$ cat src/rtl/mask_pkg.sv
// Shared constants, coordinate types and control states for the mask downsampler.
package mask_pkg;

  localparam int IN_WIDTH   = 1280;
  localparam int IN_HEIGHT  = 720;
  localparam int OUT_WIDTH  = IN_WIDTH / 4;
  localparam int OUT_HEIGHT = IN_HEIGHT / 4;
  localparam int THRESH_DEF = 8;

  typedef logic [8:0] x_t;
  typedef logic [7:0] y_t;

  typedef enum logic {
    WAIT_SOF = 1'b0,
    ACTIVE   = 1'b1
  } state_t;

endpackage

$ cat src/rtl/mask_downsampler_if.sv
// Pixel-in / block-out bus of the mask downsampler.
// MASK_DOWNSAMPLER_STATS_EN adds the per-frame ones_count_out statistic.
interface mask_downsampler_if;
  import mask_pkg::*;

  logic [10:0] hcount_in;
  logic [9:0]  vcount_in;
  logic        pixel_mask_in;
  logic        pixel_valid_in;
  x_t          x_out;
  y_t          y_out;
  logic        mask_out;
  logic        valid_out;
  logic        new_frame_out;
`ifdef MASK_DOWNSAMPLER_STATS_EN
  logic [16:0] ones_count_out;
`endif

  modport master (
    output hcount_in, vcount_in, pixel_mask_in, pixel_valid_in,
    input  x_out, y_out, mask_out, valid_out, new_frame_out
`ifdef MASK_DOWNSAMPLER_STATS_EN
    , input ones_count_out
`endif
  );

  modport slave (
    input  hcount_in, vcount_in, pixel_mask_in, pixel_valid_in,
    output x_out, y_out, mask_out, valid_out, new_frame_out
`ifdef MASK_DOWNSAMPLER_STATS_EN
    , output ones_count_out
`endif
  );

endinterface

$ cat src/rtl/mask_col_buffer.sv
// Per-output-column partial block counts: combinational read, synchronous write.
module mask_col_buffer #(
  parameter int DEPTH = 320,
  parameter int WIDTH = 5,
  parameter int AW    = $clog2(DEPTH)
) (
  input  logic             clk,
  input  logic             we,
  input  logic [AW-1:0]    wr_addr,
  input  logic [WIDTH-1:0] wr_data,
  input  logic [AW-1:0]    rd_addr,
  output logic [WIDTH-1:0] rd_data
);

  logic [WIDTH-1:0] mem [DEPTH];

  always_ff @(posedge clk) begin
    if (we) mem[wr_addr] <= wr_data;
  end

  assign rd_data = mem[rd_addr];

endmodule

$ cat src/rtl/mask_downsampler.sv
// 4x4 block-vote downsampler for the 1-bit threshold mask stream.
// Optional MASK_DOWNSAMPLER_STATS_EN reports mask_out==1 emissions per completed frame.
module mask_downsampler #(
  parameter int IN_WIDTH  = mask_pkg::IN_WIDTH,
  parameter int IN_HEIGHT = mask_pkg::IN_HEIGHT,
  parameter int THRESH    = mask_pkg::THRESH_DEF
) (
  input  logic              clk_in,
  input  logic              rst_n_in,
  mask_downsampler_if.slave bus
);
  import mask_pkg::*;

  localparam int OUT_W = IN_WIDTH / 4;
  localparam int OUT_H = IN_HEIGHT / 4;
  localparam int AW    = $clog2(OUT_W);

  state_t      state;
  logic [2:0]  row_acc;
  logic        done;
  logic        active_pix, sof, proc, emit, last_blk, hit, c, col_we;
  logic [2:0]  s;
  logic [4:0]  col_rd, col_wr, total;
  x_t          col_idx;
  y_t          row_idx;
`ifdef MASK_DOWNSAMPLER_STATS_EN
  logic [16:0] ones_cnt;
`endif

  assign active_pix = (int'(bus.hcount_in) < IN_WIDTH) && (int'(bus.vcount_in) < IN_HEIGHT);
  assign sof        = active_pix && (bus.hcount_in == '0) && (bus.vcount_in == '0);
  // A (0,0) pixel is processed in either state, which also makes a truncated frame restart cleanly.
  assign proc       = active_pix && ((state == ACTIVE) || sof);
  assign c          = bus.pixel_mask_in & bus.pixel_valid_in;
  assign col_idx    = bus.hcount_in[10:2];
  assign row_idx    = bus.vcount_in[9:2];
  assign s          = row_acc + {2'b00, c};
  assign total      = col_rd + {2'b00, s};
  // First row of a block band overwrites, so stale counts never survive into a new band.
  assign col_wr     = (bus.vcount_in[1:0] == 2'd0) ? {2'b00, s} : total;
  assign col_we     = proc && (bus.hcount_in[1:0] == 2'd3) && (bus.vcount_in[1:0] != 2'd3);
  assign emit       = proc && (bus.hcount_in[1:0] == 2'd3) && (bus.vcount_in[1:0] == 2'd3);
  assign last_blk   = (col_idx == x_t'(OUT_W - 1)) && (row_idx == y_t'(OUT_H - 1));
  assign hit        = total >= 5'(THRESH);

  mask_col_buffer #(
    .DEPTH (OUT_W),
    .WIDTH (5),
    .AW    (AW)
  ) u_col_buf (
    .clk     (clk_in),
    .we      (col_we),
    .wr_addr (col_idx[AW-1:0]),
    .wr_data (col_wr),
    .rd_addr (col_idx[AW-1:0]),
    .rd_data (col_rd)
  );

  always_ff @(posedge clk_in or negedge rst_n_in) begin
    if (!rst_n_in) begin
      state             <= WAIT_SOF;
      row_acc           <= '0;
      done              <= 1'b0;
      bus.valid_out     <= 1'b0;
      bus.x_out         <= '0;
      bus.y_out         <= '0;
      bus.mask_out      <= 1'b0;
      bus.new_frame_out <= 1'b0;
`ifdef MASK_DOWNSAMPLER_STATS_EN
      ones_cnt           <= '0;
      bus.ones_count_out <= '0;
`endif
    end else begin
      bus.valid_out     <= emit;
      done              <= emit && last_blk;
      bus.new_frame_out <= done;

      if (proc) row_acc <= (bus.hcount_in[1:0] == 2'd0) ? {2'b00, c} : s;

      if (emit) begin
        bus.x_out    <= col_idx;
        bus.y_out    <= row_idx;
        bus.mask_out <= hit;
      end

      if (sof)       state <= ACTIVE;
      else if (done) state <= WAIT_SOF;

`ifdef MASK_DOWNSAMPLER_STATS_EN
      if (done) begin
        bus.ones_count_out <= ones_cnt;
        ones_cnt           <= '0;
      end else if (sof) begin
        ones_cnt <= '0;
      end else if (emit && hit) begin
        ones_cnt <= ones_cnt + 17'd1;
      end
`endif
    end
  end

endmodule

$ cat src/flat_wrapper.sv
// flat-port wrapper written by rule: the top's interface ports become plain ports
module mask_downsampler_flat import mask_pkg::*;
#(
  parameter int IN_WIDTH  = mask_pkg::IN_WIDTH,
  parameter int IN_HEIGHT = mask_pkg::IN_HEIGHT,
  parameter int THRESH    = mask_pkg::THRESH_DEF
)
  (clk_in, rst_n_in, bus_hcount_in, bus_vcount_in, bus_pixel_mask_in, bus_pixel_valid_in, bus_x_out, bus_y_out, bus_mask_out, bus_valid_out, bus_new_frame_out);
  mask_downsampler_if bus_i ();
  input  logic clk_in;
  input  logic rst_n_in;
  input wire logic [$bits(bus_i.hcount_in)-1:0] bus_hcount_in;
  input wire logic [$bits(bus_i.vcount_in)-1:0] bus_vcount_in;
  input wire logic [$bits(bus_i.pixel_mask_in)-1:0] bus_pixel_mask_in;
  input wire logic [$bits(bus_i.pixel_valid_in)-1:0] bus_pixel_valid_in;
  output wire logic [$bits(bus_i.x_out)-1:0] bus_x_out;
  output wire logic [$bits(bus_i.y_out)-1:0] bus_y_out;
  output wire logic [$bits(bus_i.mask_out)-1:0] bus_mask_out;
  output wire logic [$bits(bus_i.valid_out)-1:0] bus_valid_out;
  output wire logic [$bits(bus_i.new_frame_out)-1:0] bus_new_frame_out;
  assign bus_i.hcount_in = bus_hcount_in;
  assign bus_i.vcount_in = bus_vcount_in;
  assign bus_i.pixel_mask_in = bus_pixel_mask_in;
  assign bus_i.pixel_valid_in = bus_pixel_valid_in;
  assign bus_x_out = bus_i.x_out;
  assign bus_y_out = bus_i.y_out;
  assign bus_mask_out = bus_i.mask_out;
  assign bus_valid_out = bus_i.valid_out;
  assign bus_new_frame_out = bus_i.new_frame_out;
  mask_downsampler #(.IN_WIDTH(IN_WIDTH), .IN_HEIGHT(IN_HEIGHT), .THRESH(THRESH)) u_core (.clk_in(clk_in), .rst_n_in(rst_n_in), .bus(bus_i));
endmodule
$ cat config.mk
export PLATFORM = sky130hd
export DESIGN_NAME = mask_downsampler_flat
export DESIGN_NICKNAME = d
export VERILOG_FILES = /design/src/rtl/mask_pkg.sv /design/src/rtl/mask_downsampler_if.sv /design/src/rtl/mask_col_buffer.sv /design/src/rtl/mask_downsampler.sv /design/src/flat_wrapper.sv
export SDC_FILE = /design/constraint.sdc
export NUM_CORES = 2
export LEC_CHECK = 0
export CAP_MARGIN = 20
export CORE_MARGIN = 1.5
export CORE_UTILIZATION = 59
export CTS_BUF_LIST = sky130_fd_sc_hd__clkbuf_4
export CTS_CLUSTER_DIAMETER = 40
export DETAILED_ROUTE_END_ITERATION = 8
export GPL_TIMING_DRIVEN = 0
export PLACE_DENSITY_LB_ADDON = 0.08
export SYNTH_ARGS = -nofsm -noshare
export SYNTH_HDL_FRONTEND = slang
export SYNTH_HIERARCHICAL = 1
export SYNTH_SLANG_ARGS = --single-unit
$ cat constraint.sdc
create_clock -name clk_in -period 13.46 [get_ports clk_in]
set_input_delay 2.019 -clock clk_in [delete_from_list [all_inputs] [get_ports clk_in]]
set_output_delay 2.019 -clock clk_in [all_outputs]
set_load 0.01 [all_outputs]
==> impl_metrics.env <==
export IMPL_outcome="finished, final reports clean"
export IMPL_layout_common_cells="edfxtp_1, clkbuf_4, nor2_1"
export IMPL_crit_required_ps=14340
export IMPL_synth_top_family_by_area="multiplexers"
export IMPL_worst_setup_path_end_kind="flip-flop"
export IMPL_antenna_found_initial=9
export IMPL_cts_buffers=409
export IMPL_drt_iter0_drc=5725
export IMPL_intPower_mw=9.16
export IMPL_hold_buffers=0
export IMPL_slowest_stage="nor2_1"
export IMPL_synth_seq_cells=1625
export IMPL_p_switching_mw=3.41
export IMPL_grt_pass1_wl_mm=271
export IMPL_synthAdderAreaFrac_pct=0.147
export IMPL_place_worst_setup_slack_ps=3400
export IMPL_dpl_cell_count=4744
export IMPL_grt_usage_pct=35.9
export IMPL_die_x_um=334
export IMPL_clk_pin_slew_ps=60
export IMPL_h_tree_depth=5
export IMPL_critPathMaxFanout=125
export IMPL_netlist_instances=3229
export IMPL_ys_seq_area_share_pct=75.2
export IMPL_synth_top_area_share_pct=74.3
export IMPL_antenna_left=0
export IMPL_port_buffers=44
export IMPL_max_freq_ghz=0.110
export IMPL_pin_count=45
export IMPL_cp_top_family="buffers and inverters"
export IMPL_min_from="u_core/done"
export IMPL_fin_cells=5425
export IMPL_synthSimpleGateAreaFrac_pct=3.76
export IMPL_fillers=7209
export IMPL_skew_ps=107
export IMPL_synth_area_per_cell_um2=20.0
export IMPL_viasPerCell=6.79
export IMPL_crit_arrival_ps=10000
export IMPL_power_density_mw_per_mm2=172
export IMPL_crit_top_cell="buf_2"
export IMPL_rsz0062_at_grt="false"
export IMPL_crit_buf_inv=7
export IMPL_die_area_mm2=0.112
export IMPL_grt_pass1_vias=36500
export IMPL_grt_start_max_net_pins=133
export IMPL_start_kind="input port"
export IMPL_r2r_end="u_core/u_col_buf/mem[306][1]"
export IMPL_slew_viol_final=0
export IMPL_post_dp_cell_area_mm2=0.0681
export IMPL_holdPathEnd="u_core/bus.new_frame_out"
export IMPL_setup_viol=0
export IMPL_min_path_type="reg2reg"
export IMPL_routedWlPerCell_um=36.4
export IMPL_max_slew_margin_pct=15.1
export IMPL_path_cells="clkdlybuf4s50_1, buf_2, buf_4, buf_2, buf_2, nor2_1, a22oi_1, a31oi_1, nand4_1, a2111oi_2, o22ai_1, ha_1, fa_1, mux2_8, buf_16, buf_16"
export IMPL_clock_sinks=1625
export IMPL_vdd_drop_max_mv=0.241
export IMPL_gr_usage_met1_pct=47.6
export IMPL_first_pass_iters=6
export IMPL_period_needed_ps=9120
export IMPL_start_util_pct=59.4
export IMPL_fin_crit_sh_pct=67.7
export IMPL_nets=3778
export IMPL_insertion_delay_ps=1270
export IMPL_holdPathStages=0
export IMPL_hold_violations=0
export IMPL_wl_mm=197
export IMPL_ys_types=79
export IMPL_synth_compound_area_share_pct=2.97
export IMPL_rrSetupSlack_ps=7900
export IMPL_critical_path_class="in2reg"
export IMPL_pwr_share_seq_pct=53.1
export IMPL_maxCapViolCount=0
export IMPL_ctsResizeCount=0
export IMPL_fp_dieH_um=334
export IMPL_power_frac_clock_pct=30.8
export IMPL_grt_busiest_layer="met2"
export IMPL_synth_ff_type="edfxtp_1"
export IMPL_area_growth_pct=12.9
export IMPL_synth_nets=3261
export IMPL_worst_slack_ps=4340
export IMPL_root_buffer="clkbuf_4"
export IMPL_ys_warn_count=6
export IMPL_cts_setup_buffers=0
export IMPL_postSynth_asyncResetShare_pct=1.54
export IMPL_clockBufferDepth=4
export IMPL_synth_area_mm2=0.0647
export IMPL_num_rows=121
export IMPL_cellLeakagePower_nw=23.8
export IMPL_p_sw_share_pct=27.1
export IMPL_combPwrFrac_pct=16.1
export IMPL_worstRegToRegCells=12
export IMPL_muxShareOfSynthArea_pct=15.8
export IMPL_whs_ps=369
export IMPL_synth_edff_count=1600
export IMPL_grt_overflow=0
export IMPL_synth_xor_area_share_pct=0.0542
export IMPL_synthTopCellsByArea="edfxtp_1, mux4_2, mux2i_1"
export IMPL_timing_rr_start="u_core/u_col_buf/mem[232][0]"
export IMPL_post_route_cell_area_mm2=0.0730
export IMPL_drcViolationCount=0
export IMPL_slowest_delay_ps=960
export IMPL_cts_tree="yes"
export IMPL_dp_hpwl_mm=136
export IMPL_vias=36800
export IMPL_worst_pin_slew_ps=1270
export IMPL_drive_gt1_share_pct=28.3
export IMPL_power_mw=12.6
export IMPL_core_mm2=0.109
export IMPL_use_met3_pct=10.7
export IMPL_yosys_area_top_type="edfxtp_1"
export IMPL_layout_commonest_cell="edfxtp_1"
export IMPL_use_met2_pct=54.6
export IMPL_gp_congestion=0.960
==> Yosys cell counts (all sizes together) (10+ instances only) <==
| library cell | count |
|---|---|
| nor2b | 29 |
| mux2 | 32 |
| nand3 | 26 |
| clkbuf | 86 |
| a21oi | 30 |
| nor2 | 350 |
| o21ai | 39 |
| mux4 | 342 |
| nand2b | 12 |
| a31oi | 10 |
| a211oi | 16 |
| a221oi | 40 |
| o211ai | 25 |
| nand4 | 11 |
| dfrtp | 25 |
| a22oi | 32 |
| o22ai | 18 |
| edfxtp | 1600 |
| nand2 | 64 |
| mux2i | 203 |
| buf | 115 |
==> metrics by stage <==
stage               utilization [%]  TNS (ps)
floorplan                         -         0
global placement               61.5  -5081280
detailed placement             62.6         0
CTS                            67.0         0
global route                   67.1         0
finish                         67.1         0
==> worst max path at each step <==
| stage | startpoint | endpoint | slack, ps | cells past startpoint |
|---|---|---|---|---|
| 5_1_grt | bus_hcount_in[3] | u_core/u_col_buf/mem[28][4] | 4450 | 20 |
| 3_3_place_gp | bus_hcount_in[6] | u_core/u_col_buf/mem[266][4] | -5630 | 16 |
| 3_5_place_dp | bus_hcount_in[3] | u_core/u_col_buf/mem[269][4] | 3400 | 20 |
| 2_1_floorplan | bus_hcount_in[2] | u_core/u_col_buf/mem[0][2] | 2700 | 14 |
| 6_report | bus_hcount_in[3] | u_core/u_col_buf/mem[306][1] | 4340 | 16 |
| 4_1_cts | bus_hcount_in[3] | u_core/u_col_buf/mem[28][4] | 4680 | 20 |
==> logic make-up (layout without fill, tap and decap cells) <==
logic type	after synthesis	count (layout)
flip-flops	1625	1625
multiplexers	577	577
AND/OR/NAND/NOR	548	548
AO/OA/AOI/OAI	259	259
buffers and inverters	209	983
adder cells (fa/ha/maj)	7	7
XOR/XNOR	4	4
other	0	8
==> per-layer routing <==
metal  part of all wire, %  vias to the layer above
li1                      -                    14600
met4                   5.5                        4
met1                    35                    19000
met5                 0.012                        -
met3                    13                      485
met2                    46                     2732
==> state kept, by name, summed over array words and instances (netlist names) <==
signal / flops
u_core/bus.x_out: 9
u_core/bus.y_out: 8
u_core/bus.valid_out: 1
u_core/done: 1
u_core/u_col_buf/mem: 1600
u_core/state: 1
u_core/bus.mask_out: 1
u_core/bus.new_frame_out: 1
u_core/row_acc: 3
==> power by group through the flow <==
stage	registers, mW	logic [mW]	clock network [mW]
6_report	6.67	2.02	3.87
5_1_grt	6.66	2.11	4.18
4_1_cts	6.66	1.99	3.94
3_5_place_dp	6.77	1.99	0
3_3_place_gp	7.22	1.54	0
2_1_floorplan	6.99	0.833	0
==> layout make-up <==
| cell class | count | area, µm² | area share, % |
|---|---|---|---|
| timing repair buffer | 106 | 1670 | 2.29 |
| clock buffer | 558 | 4190 | 5.74 |
| multi-input combinational | 1395 | 14700 | 20.2 |
| clock inverter | 110 | 599 | 0.821 |
| tap | 1414 | 1770 | 2.42 |
| sequential | 1625 | 48700 | 66.7 |
| inverter | 5 | 18.8 | 0.0257 |
| antenna | 8 | 20.0 | 0.0274 |
| buffer | 204 | 1340 | 1.83 |
Note: power is estimated with default switching activity, not from simulation.
